### src/rtl/ccc_pkg.sv
// rtl/ccc_pkg.sv - shared types and helpers for the CCC reset sequencer
package ccc_pkg;

  typedef enum logic [2:0] {
    ST_PD,
    ST_WAIT_LOCK,
    ST_HOLD,
    ST_RELEASE,
    ST_RUN
  } state_e;

  localparam int LOSS_CNT_W = 8;

  // Bits needed to hold values 0..n-1, never less than one.
  function automatic int clog2_min1(input int n);
    int w;
    w = 1;
    for (int i = 1; i < 31; i++) begin
      if ((1 << i) < n) w = i + 1;
    end
    return w;
  endfunction

endpackage

### src/rtl/ccc_sync2.sv
// rtl/ccc_sync2.sv - two-flop synchroniser for the asynchronous PLL lock
module ccc_sync2 (
  input  logic clk_i,
  input  logic rst_i,
  input  logic d_i,
  output logic q_o
);

  logic meta_q;
  logic sync_q;

  always_ff @(posedge clk_i) begin
    if (rst_i) begin
      meta_q <= 1'b0;
      sync_q <= 1'b0;
    end else begin
      meta_q <= d_i;
      sync_q <= meta_q;
    end
  end

  assign q_o = sync_q;

endmodule

### src/rtl/ccc_reset_sequencer.sv
// rtl/ccc_reset_sequencer.sv - PLL supervision and staggered release of NUM_CH reset domains
module ccc_reset_sequencer
  import ccc_pkg::*;
#(
  parameter int NUM_CH       = 4,
  parameter int PD_CYCLES    = 16,
  parameter int LOCK_FILTER  = 32,
  parameter int LOCK_TIMEOUT = 65536,
  parameter int RST_HOLD     = 64,
  parameter int STAGGER      = 8
) (
  input  logic                  clk_i,
  input  logic                  rst_i,
  input  logic                  enable_i,
  input  logic                  pll_lock_i,
  input  logic                  clr_status_i,
  output logic                  pll_powerdown_n_o,
  output logic [NUM_CH-1:0]     ch_rst_n_o,
  output logic                  ready_o,
  output logic [LOSS_CNT_W-1:0] lock_loss_cnt_o,
  output logic                  timeout_err_o
);

  localparam int PD_W   = clog2_min1(PD_CYCLES + 1);
  localparam int FILT_W = clog2_min1(LOCK_FILTER + 1);
  localparam int TO_W   = clog2_min1(LOCK_TIMEOUT + 1);
  localparam int HOLD_W = clog2_min1(RST_HOLD + 1);
  localparam int ST_W   = clog2_min1(STAGGER + 1);
  localparam int IDX_W  = clog2_min1(NUM_CH + 1);

  state_e                state_q;
  logic                  pwdn_n_q;
  logic [NUM_CH-1:0]     ch_rst_n_q;
  logic                  ready_q;
  logic [PD_W-1:0]       pd_cnt_q;
  logic [FILT_W-1:0]     filt_cnt_q;
  logic [TO_W-1:0]       to_cnt_q;
  logic [HOLD_W-1:0]     hold_cnt_q;
  logic [ST_W-1:0]       st_cnt_q;
  logic [IDX_W-1:0]      idx_q;
  logic [LOSS_CNT_W-1:0] loss_cnt_q, loss_cnt_d;
  logic                  timeout_err_q, timeout_err_d;

  logic lock_s;
  logic lock_lost;
  logic filt_done;
  logic timeout_hit;

  ccc_sync2 u_lock_sync (
    .clk_i (clk_i),
    .rst_i (rst_i),
    .d_i   (pll_lock_i),
    .q_o   (lock_s)
  );

  assign lock_lost   = !lock_s && (state_q == ST_HOLD || state_q == ST_RELEASE || state_q == ST_RUN);
  assign filt_done   = (state_q == ST_WAIT_LOCK) && lock_s && (filt_cnt_q == FILT_W'(LOCK_FILTER - 1));
  // Filter completion beats a coincident timeout; a disabled block never records a timeout.
  assign timeout_hit = enable_i && (state_q == ST_WAIT_LOCK) && !filt_done &&
                       (to_cnt_q == TO_W'(LOCK_TIMEOUT - 1));

  always_comb begin
    loss_cnt_d    = loss_cnt_q;
    timeout_err_d = timeout_err_q;
    if (clr_status_i) begin
      loss_cnt_d    = lock_lost ? LOSS_CNT_W'(1) : '0;
      timeout_err_d = timeout_hit;
    end else begin
      if (lock_lost && (loss_cnt_q != '1)) loss_cnt_d = loss_cnt_q + LOSS_CNT_W'(1);
      if (timeout_hit) timeout_err_d = 1'b1;
    end
  end

  always_ff @(posedge clk_i) begin
    if (rst_i) begin
      state_q       <= ST_PD;
      pwdn_n_q      <= 1'b0;
      ch_rst_n_q    <= '0;
      ready_q       <= 1'b0;
      pd_cnt_q      <= '0;
      filt_cnt_q    <= '0;
      to_cnt_q      <= '0;
      hold_cnt_q    <= '0;
      st_cnt_q      <= '0;
      idx_q         <= '0;
      loss_cnt_q    <= '0;
      timeout_err_q <= 1'b0;
    end else begin
      loss_cnt_q    <= loss_cnt_d;
      timeout_err_q <= timeout_err_d;
      if (!enable_i) begin
        state_q    <= ST_PD;
        pwdn_n_q   <= 1'b0;
        ch_rst_n_q <= '0;
        ready_q    <= 1'b0;
        pd_cnt_q   <= '0;
      end else if (lock_lost) begin
        // Re-acquire lock with the PLL left running.
        state_q    <= ST_WAIT_LOCK;
        ch_rst_n_q <= '0;
        ready_q    <= 1'b0;
        filt_cnt_q <= '0;
        to_cnt_q   <= '0;
      end else begin
        case (state_q)
          ST_PD: begin
            if (pd_cnt_q == PD_W'(PD_CYCLES - 1)) begin
              state_q    <= ST_WAIT_LOCK;
              pwdn_n_q   <= 1'b1;
              filt_cnt_q <= '0;
              to_cnt_q   <= '0;
            end else begin
              pd_cnt_q <= pd_cnt_q + PD_W'(1);
            end
          end
          ST_WAIT_LOCK: begin
            if (filt_done) begin
              state_q    <= ST_HOLD;
              hold_cnt_q <= '0;
            end else if (timeout_hit) begin
              state_q  <= ST_PD;
              pwdn_n_q <= 1'b0;
              pd_cnt_q <= '0;
            end else begin
              filt_cnt_q <= lock_s ? filt_cnt_q + FILT_W'(1) : '0;
              to_cnt_q   <= to_cnt_q + TO_W'(1);
            end
          end
          ST_HOLD: begin
            if (hold_cnt_q == HOLD_W'(RST_HOLD - 1)) begin
              state_q    <= ST_RELEASE;
              ch_rst_n_q <= NUM_CH'(1);
              idx_q      <= IDX_W'(1);
              st_cnt_q   <= '0;
            end else begin
              hold_cnt_q <= hold_cnt_q + HOLD_W'(1);
            end
          end
          ST_RELEASE: begin
            // idx_q is the next channel to release; reaching NUM_CH means all are out.
            if (idx_q == IDX_W'(NUM_CH)) begin
              state_q <= ST_RUN;
              ready_q <= 1'b1;
            end else if (st_cnt_q == ST_W'(STAGGER - 1)) begin
              ch_rst_n_q <= ch_rst_n_q | (NUM_CH'(1) << idx_q);
              idx_q      <= idx_q + IDX_W'(1);
              st_cnt_q   <= '0;
            end else begin
              st_cnt_q <= st_cnt_q + ST_W'(1);
            end
          end
          ST_RUN: begin
            ready_q <= 1'b1;
          end
          default: begin
            state_q <= ST_PD;
          end
        endcase
      end
    end
  end

  assign pll_powerdown_n_o = pwdn_n_q;
  assign ch_rst_n_o        = ch_rst_n_q;
  assign ready_o           = ready_q;
  assign lock_loss_cnt_o   = loss_cnt_q;
  assign timeout_err_o     = timeout_err_q;

endmodule

### config.mk
export PLATFORM = sky130hd
export DESIGN_NAME = ccc_reset_sequencer
export DESIGN_NICKNAME = d
export VERILOG_FILES = /design/src/rtl/ccc_pkg.sv /design/src/rtl/ccc_sync2.sv /design/src/rtl/ccc_reset_sequencer.sv
export SDC_FILE = /design/constraint.sdc
export NUM_CORES = 1
export LEC_CHECK = 0
export BUFFER_PORTS_ARGS = -buffer_cell sky130_fd_sc_hd__buf_2
export CAP_MARGIN = 20
export CORE_ASPECT_RATIO = 0.9
export CORE_UTILIZATION = 45
export CTS_CLUSTER_DIAMETER = 100
export DETAILED_ROUTE_END_ITERATION = 7
export MAX_ROUTING_LAYER = met4
export PLACE_DENSITY = 0.69
export SLEW_MARGIN = 30
export SYNTH_ARGS = -nofsm -noshare
export SYNTH_HDL_FRONTEND = slang
export SYNTH_SLANG_ARGS = --single-unit
### constraint.sdc
create_clock -name clk_i -period 2.9 [get_ports clk_i]
set_clock_uncertainty 0.05 [all_clocks]
set_input_delay 0.435 -clock clk_i [delete_from_list [all_inputs] [get_ports clk_i]]
set_output_delay 0.435 -clock clk_i [all_outputs]
set_load 0.03 [all_outputs]
# --- Word-level counts from Yosys, hierarchy flattened ---
# Cells that the tools add are included.
word_totals:
  register_bits: 62
  in_bits: 5
  out_inout_bits: 15
  elab_cells: 135
classes:
  add_sub_neg: 7
  n_eq_ne: 29
  shift: 1
  muxes: 48
  n_bitwise: 4
  reduce_logical: 31
op_table:
  columns: ["op", "n"]
  rows:
  - ["2-to-1 mux 17 bit", 4]
  - ["AND reduction 5 bit", 7]
  - ["one-hot mux 17 bit (2 select lines)", 1]
  - ["2-to-1 mux 6 bit", 5]
  - ["2-to-1 mux 3 bit", 8]
  - ["2-to-1 mux 4 bit", 6]
  - ["adder 17 x 1 -> 17 bit, second input constant", 1]
  - ["== test 17 x 16 -> 1 bit, second input constant", 1]
  - ["2-to-1 mux 8 bit", 2]
  - ["inequality test 2 bit, second input constant", 8]
  - ["one-hot mux 4 bit (2 select lines)", 2]
  - ["2-to-1 mux 5 bit", 3]
  - ["one-hot mux 3 bit (5 select lines)", 1]
  - ["2-to-1 mux 7 bit", 2]
  - ["one-hot mux 7 bit (2 select lines)", 1]
  - ["inequality test 3 bit, second input constant", 4]
  - ["one-hot mux 6 bit (2 select lines)", 1]
  - ["nonzero test 2 bit", 6]
  - ["one-hot mux 5 bit (2 select lines)", 1]
  - ["adder 8 x 1 -> 8 bit, second input constant", 1]
  - ["2-to-1 mux 1 bit", 8]
  - ["inequality test 8 bit, second input constant", 1]
  - ["adder 7 x 1 -> 7 bit, second input constant", 1]
  - ["== test 7 x 6 -> 1 bit, second input constant", 1]
  - ["28 further kinds", 44]

# --- Longest topological paths before layout ---
logic_depth:
  ltp_word: 10
  mapped_depth: 11
  ltp_nobuf: 10

# --- Modules after synthesis ---
# From an unflattened synthesis, not the netlist that was laid out.
hier_totals:
  cells_unflattened: 400
  area_unflattened_um2: 3286.9
by_module_without_submodules:
  columns: ["module", "n_inst", "cells_each", "area_each_um2", "seq_area_each_um2"]
  rows:
  - ["ccc_reset_sequencer", 1, 396, 3234.4, 1201.2]
  - ["ccc_sync2", 1, 4, 52.6, 40.0]

# --- Least setup slack after synthesis ---
# OpenSTA, ideal clock, no wires.
synth_timing:
  path_kind: "register -> register"
  from: "reg to_cnt_q[0]"
  to: "reg filt_cnt_q[5]"
  setup_time_ns: 0.070
  arrival_time_ns: 2.485
  required_time_ns: 2.780
  path_slack_ns: 0.295
  path_stages_with_launch: 12
  path_buffers: 1
  period_less_slack_ns: 2.605
  cell_sequence: "dfxtp_1 -> ha_1 -> nand3_1 -> nor2_1 -> nand3_1 -> nor2_1 -> ha_1 -> a311oi_1 -> o31ai_2 -> clkbuf_1 -> o21ai_0 -> a21oi_1"
synth_between:
  elab_chain_len: 4
synth_lines:
  columns: ["item", "line_no", "text"]
  rows:
  - ["from (decl)", "ccc_reset_sequencer.sv:37", "logic [TO_W-1:0] to_cnt_q;"]
  - ["from (signal assigned)", "ccc_reset_sequencer.sv:126", "to_cnt_q <= to_cnt_q + TO_W'(1);"]
  - ["== test 17 x 16 -> 1 bit", "ccc_reset_sequencer.sv:60", "(to_cnt_q == TO_W'(LOCK_TIMEOUT - 1));"]
  - ["logical AND 1 bit", "ccc_reset_sequencer.sv:59", "assign timeout_hit = enable_i && (state_q == ST_WAIT_LOCK) && !filt_done &&"]
  - ["inequality test 3 bit (no source line)", null, null]
  - ["AND reduction 5 bit (no source line)", null, null]
  - ["to (signal assigned)", "ccc_reset_sequencer.sv:125", "filt_cnt_q <= lock_s ? filt_cnt_q + FILT_W'(1) : '0;"]
  - ["to (decl)", "ccc_reset_sequencer.sv:36", "logic [FILT_W-1:0] filt_cnt_q;"]
# No other way between the ends.
# A chain may end at the register's enable or synchronous reset.

# --- Worst setup path in the final report ---
layout_timing:
  from: "reg to_cnt_q[9]"
  to: "reg to_cnt_q[9]"
layout_between:
  elab_chain_len: 5
  word_cells_on_any_way: 9
  classes_between: "add/sub: 1; eq/ne: 2; mux: 4; reduce/logical: 2"
layout_lines:
  columns: ["item", "line_no", "text"]
  rows:
  - ["adder 17 x 1 -> 17 bit", "ccc_reset_sequencer.sv:126", null]
  - ["2-to-1 mux 17 bit", "ccc_reset_sequencer.sv:120", "end else if (timeout_hit) begin"]
  - ["2-to-1 mux 17 bit", "ccc_reset_sequencer.sv:117", "if (filt_done) begin"]
  - ["one-hot mux 17 bit (2 select lines)", "ccc_reset_sequencer.sv:105", "case (state_q)"]
  - ["2-to-1 mux 17 bit", "ccc_reset_sequencer.sv:97", "end else if (lock_lost) begin"]
# Several ways; a longest one is shown, not always the timed one. The select of a mux whose other input is x is not followed.

==> flow_summary.yaml <==
outcome:
  outcome: "completed"
synthesis:
  synthTopCellsByArea: "dfxtp_1 (38%), a21oi_1 (6.4%), ha_1 (5.0%)"
  yosys_register_bits: 62
  synthFlopType: "dfxtp_1"
  seq_area_frac_synth: 0.384
  synth_edf_count: 0
  synth_common_cells: "dfxtp_1 (62), a21oi_1 (41), nor2_1 (33)"
  synth.most_common_cell: "dfxtp_1"
  synth_cell_type_count: 50
  synth_nets: 402
  synth_top_area_frac: 0.384
  synth_top_area_cell: "dfxtp_1"
  syn_avg_cell_area_um2: 8.41
  async_flop_share: 0
  yosysWarnings: 0
  syn_area_um2: 3230
  syn_inst: 384
route:
  vias: 2886
  drc: 0
  wirelength_um: 7060
  drt_iter0_drc: 118
  drt-pass1-iter-count: 4
  final_antenna_net_count: 0
  wl_per_cell_um: 14.2
  viasPerCell: 5.80
worst_setup_path:
  critPathMaxFanout: 14
  criticalPathCategory: "reg -> reg"
  start_kind: "register"
  worstSetupEndpointType: "register"
  cp.required_ps: 3110
  worstPathArrival_ps: 2940
floorplan:
  start_util: 0.478
  core_um2: 6760
  die_x_um: 91.3
  placementRows: 28
  die_h_um: 82.4
  ios: 20
  die_area_um2: 7520
clock_tree:
  cts.root.buffer_cell: "clkbuf_8"
  cts_made_buffers: 9
  clkLatencyLatePin_ps: 340
  h-tree-depth: 3
  cts_tree: "done"
  clk_path_buf_depth: 2
  clk_pin_slew_ps: 70
  clock-sinks: 62
global_route:
  grt_pass1_wl_um: 12000
  grt_overflow: 0
  grt_pass1_vias: 2614
  grt_max_degree: 41
  antenna_found_initial: 0
  grt_usage: 0.204
final_layout:
  multiInputGateArea_um2: 1870
  register_area_um2: 1240
  drive_above_1_share: 0.127
  area_delta_synth_final_pct: 13.4
  final.fill_count: 617
  antenna_cells: 0
  fin_nets: 421
power_and_ir_drop:
  power_w: 0.00191
  seqPwrFrac: 0.449
  powerDensity_nw_per_um2: 520
  ir_worst_vdd_mv: 0.231
  p_int_w: 0.00152
  p_leak_nw: 1.28
  netSwitchingFraction: 0.200
  combPwrFrac: 0.016
  p_switching_w: 0.000382
  clkPwrFrac: 0.534
timing:
  whs_ps: 294
  tns_ps: 0
  slew_headroom: 0.513
  period_minus_slack_ps: 2730
  finalHoldViolCount: 0
  finalSetupViolations: 0
  drv_slew: 0
  max_clock_freq_mhz: 366
  min_period_over_period: 0.942
  tightest_slew_ps: 730
placement:
  place_congestion: 0.786
  port_buffers: 19
  dp_hpwl_um: 4800
run:
  drv_cap: 0
min_path:
  holdCritPathClass: "in -> reg"
-- cells in the final DEF, fill, tap and decap left out, types with 4 or more instances in the layout --
master     Yosys  routed
dfxtp_1       62      62
a21oi_1       41      41
nor2_1        33      33
nand2_1       30      30
o21ai_0       25      25
nand3_1       21      21
buf_2          2      19
ha_1          13      13
a31oi_1       10      10
a311oi_1      10       9
clkbuf_8       0       9
and3_1         8       8
inv_1          8       8
or4_1          8       8
nand2b_1       7       7
nand4_1        7       7
nor3_1         7       7
buf_4          0       6
nor4_1         5       5
o31ai_1        5       5
nand4b_1       5       5
a41oi_1        5       5
and2_1         5       5
or3b_1         4       4
or3_1          4       4
xnor2_1        4       4
bufinv_16      0       4
-- power by group through the flow --
stage               registers (W)  logic [W]  clock network [W]
floorplan                0.000874  0.0000232                  0
global placement         0.000876  0.0000308                  0
detailed placement       0.000876  0.0000309                  0
CTS                      0.000856  0.0000309            0.00103
global route             0.000856  0.0000345            0.00107
finish                   0.000856  0.0000310            0.00102
-- timing repair --
| item | CTS | global route |
|---|---|---|
| setup buffers | 0 | 0 |
| hold buffers | 0 | 0 |
| resized for setup | 0 | 1 |
| endpoints found under the setup margin | 0 | 15 |
-- flip-flops by register name, summed over array words and instances (netlist names) --
register / cells
filt_cnt_q: 6
to_cnt_q: 17
idx_q: 3
u_lock_sync.meta_q: 1
pll_powerdown_n_o: 1
lock_loss_cnt_o: 8
hold_cnt_q: 7
timeout_err_o: 1
u_lock_sync.q_o: 1
pd_cnt_q: 5
ready_o: 1
ch_rst_n_o: 4
state_q: 3
st_cnt_q: 4
-- routing by layer --
metal	vias up	global-route usage	routed length, um
li1	1478	-	-
met1	1351	0.267	3510
met2	47	0.315	3240
met3	10	0.0339	213
met4	0	0.0857	92
met5	-	-	0
-- worst max-delay path, cell delays in order, from the launching register on --
cell and delay [ps]:
dfxtp_1 340, and4_1 250, and3_1 250, nand3_1 130, nor2_1 60, ha_1 220
a311oi_2 390, o2111a_2 420, or3b_1 380, a31oi_1 170
-- path summary, 6_finish.rpt --
check,start,to,slack (ps),cells past startpoint
min,pll_lock_i,u_lock_sync.meta_q$_SDFF_PP0_,290,2
max,to_cnt_q[9]$_SDFFE_PP0P_,to_cnt_q[9]$_SDFFE_PP0P_,170,9
min reg2reg,u_lock_sync.meta_q$_SDFF_PP0_,u_lock_sync.q_o$_SDFF_PP0_,400,1
max reg2reg,to_cnt_q[9]$_SDFFE_PP0P_,to_cnt_q[9]$_SDFFE_PP0P_,170,9
-- metrics by stage --
stage	area, um^2	util	std cells	worst slack [ps]
after floorplan	3230	-	384	295
after global placement	3390	0.501	482	217
after detailed placement	3390	0.501	482	125
after CTS	3660	0.541	498	101
after global routing	3660	0.542	498	-28.2
final	3660	0.542	498	168
-- cells by family after synthesis --
kind of cell,count (synthesis),synth area share
AND/OR/NAND/NOR,159,0.267
AO/OA/AOI/OAI,115,0.231
flip-flops,62,0.384
buffers and inverters,25,0.0391
adder cells (fa/ha/maj),13,0.0504
XOR/XNOR,7,0.0190
multiplexers,3,0.00930
-- area by class of cell --
cell class,instances,share of cell area
multi-input combinational,297,0.510
sequential,62,0.339
clock inverter,7,0.0400
timing repair buffer,25,0.0383
clock buffer,9,0.0338
tap,90,0.0307
inverter,8,0.00820
No activity file was read; power rests on OpenSTA's default activity.
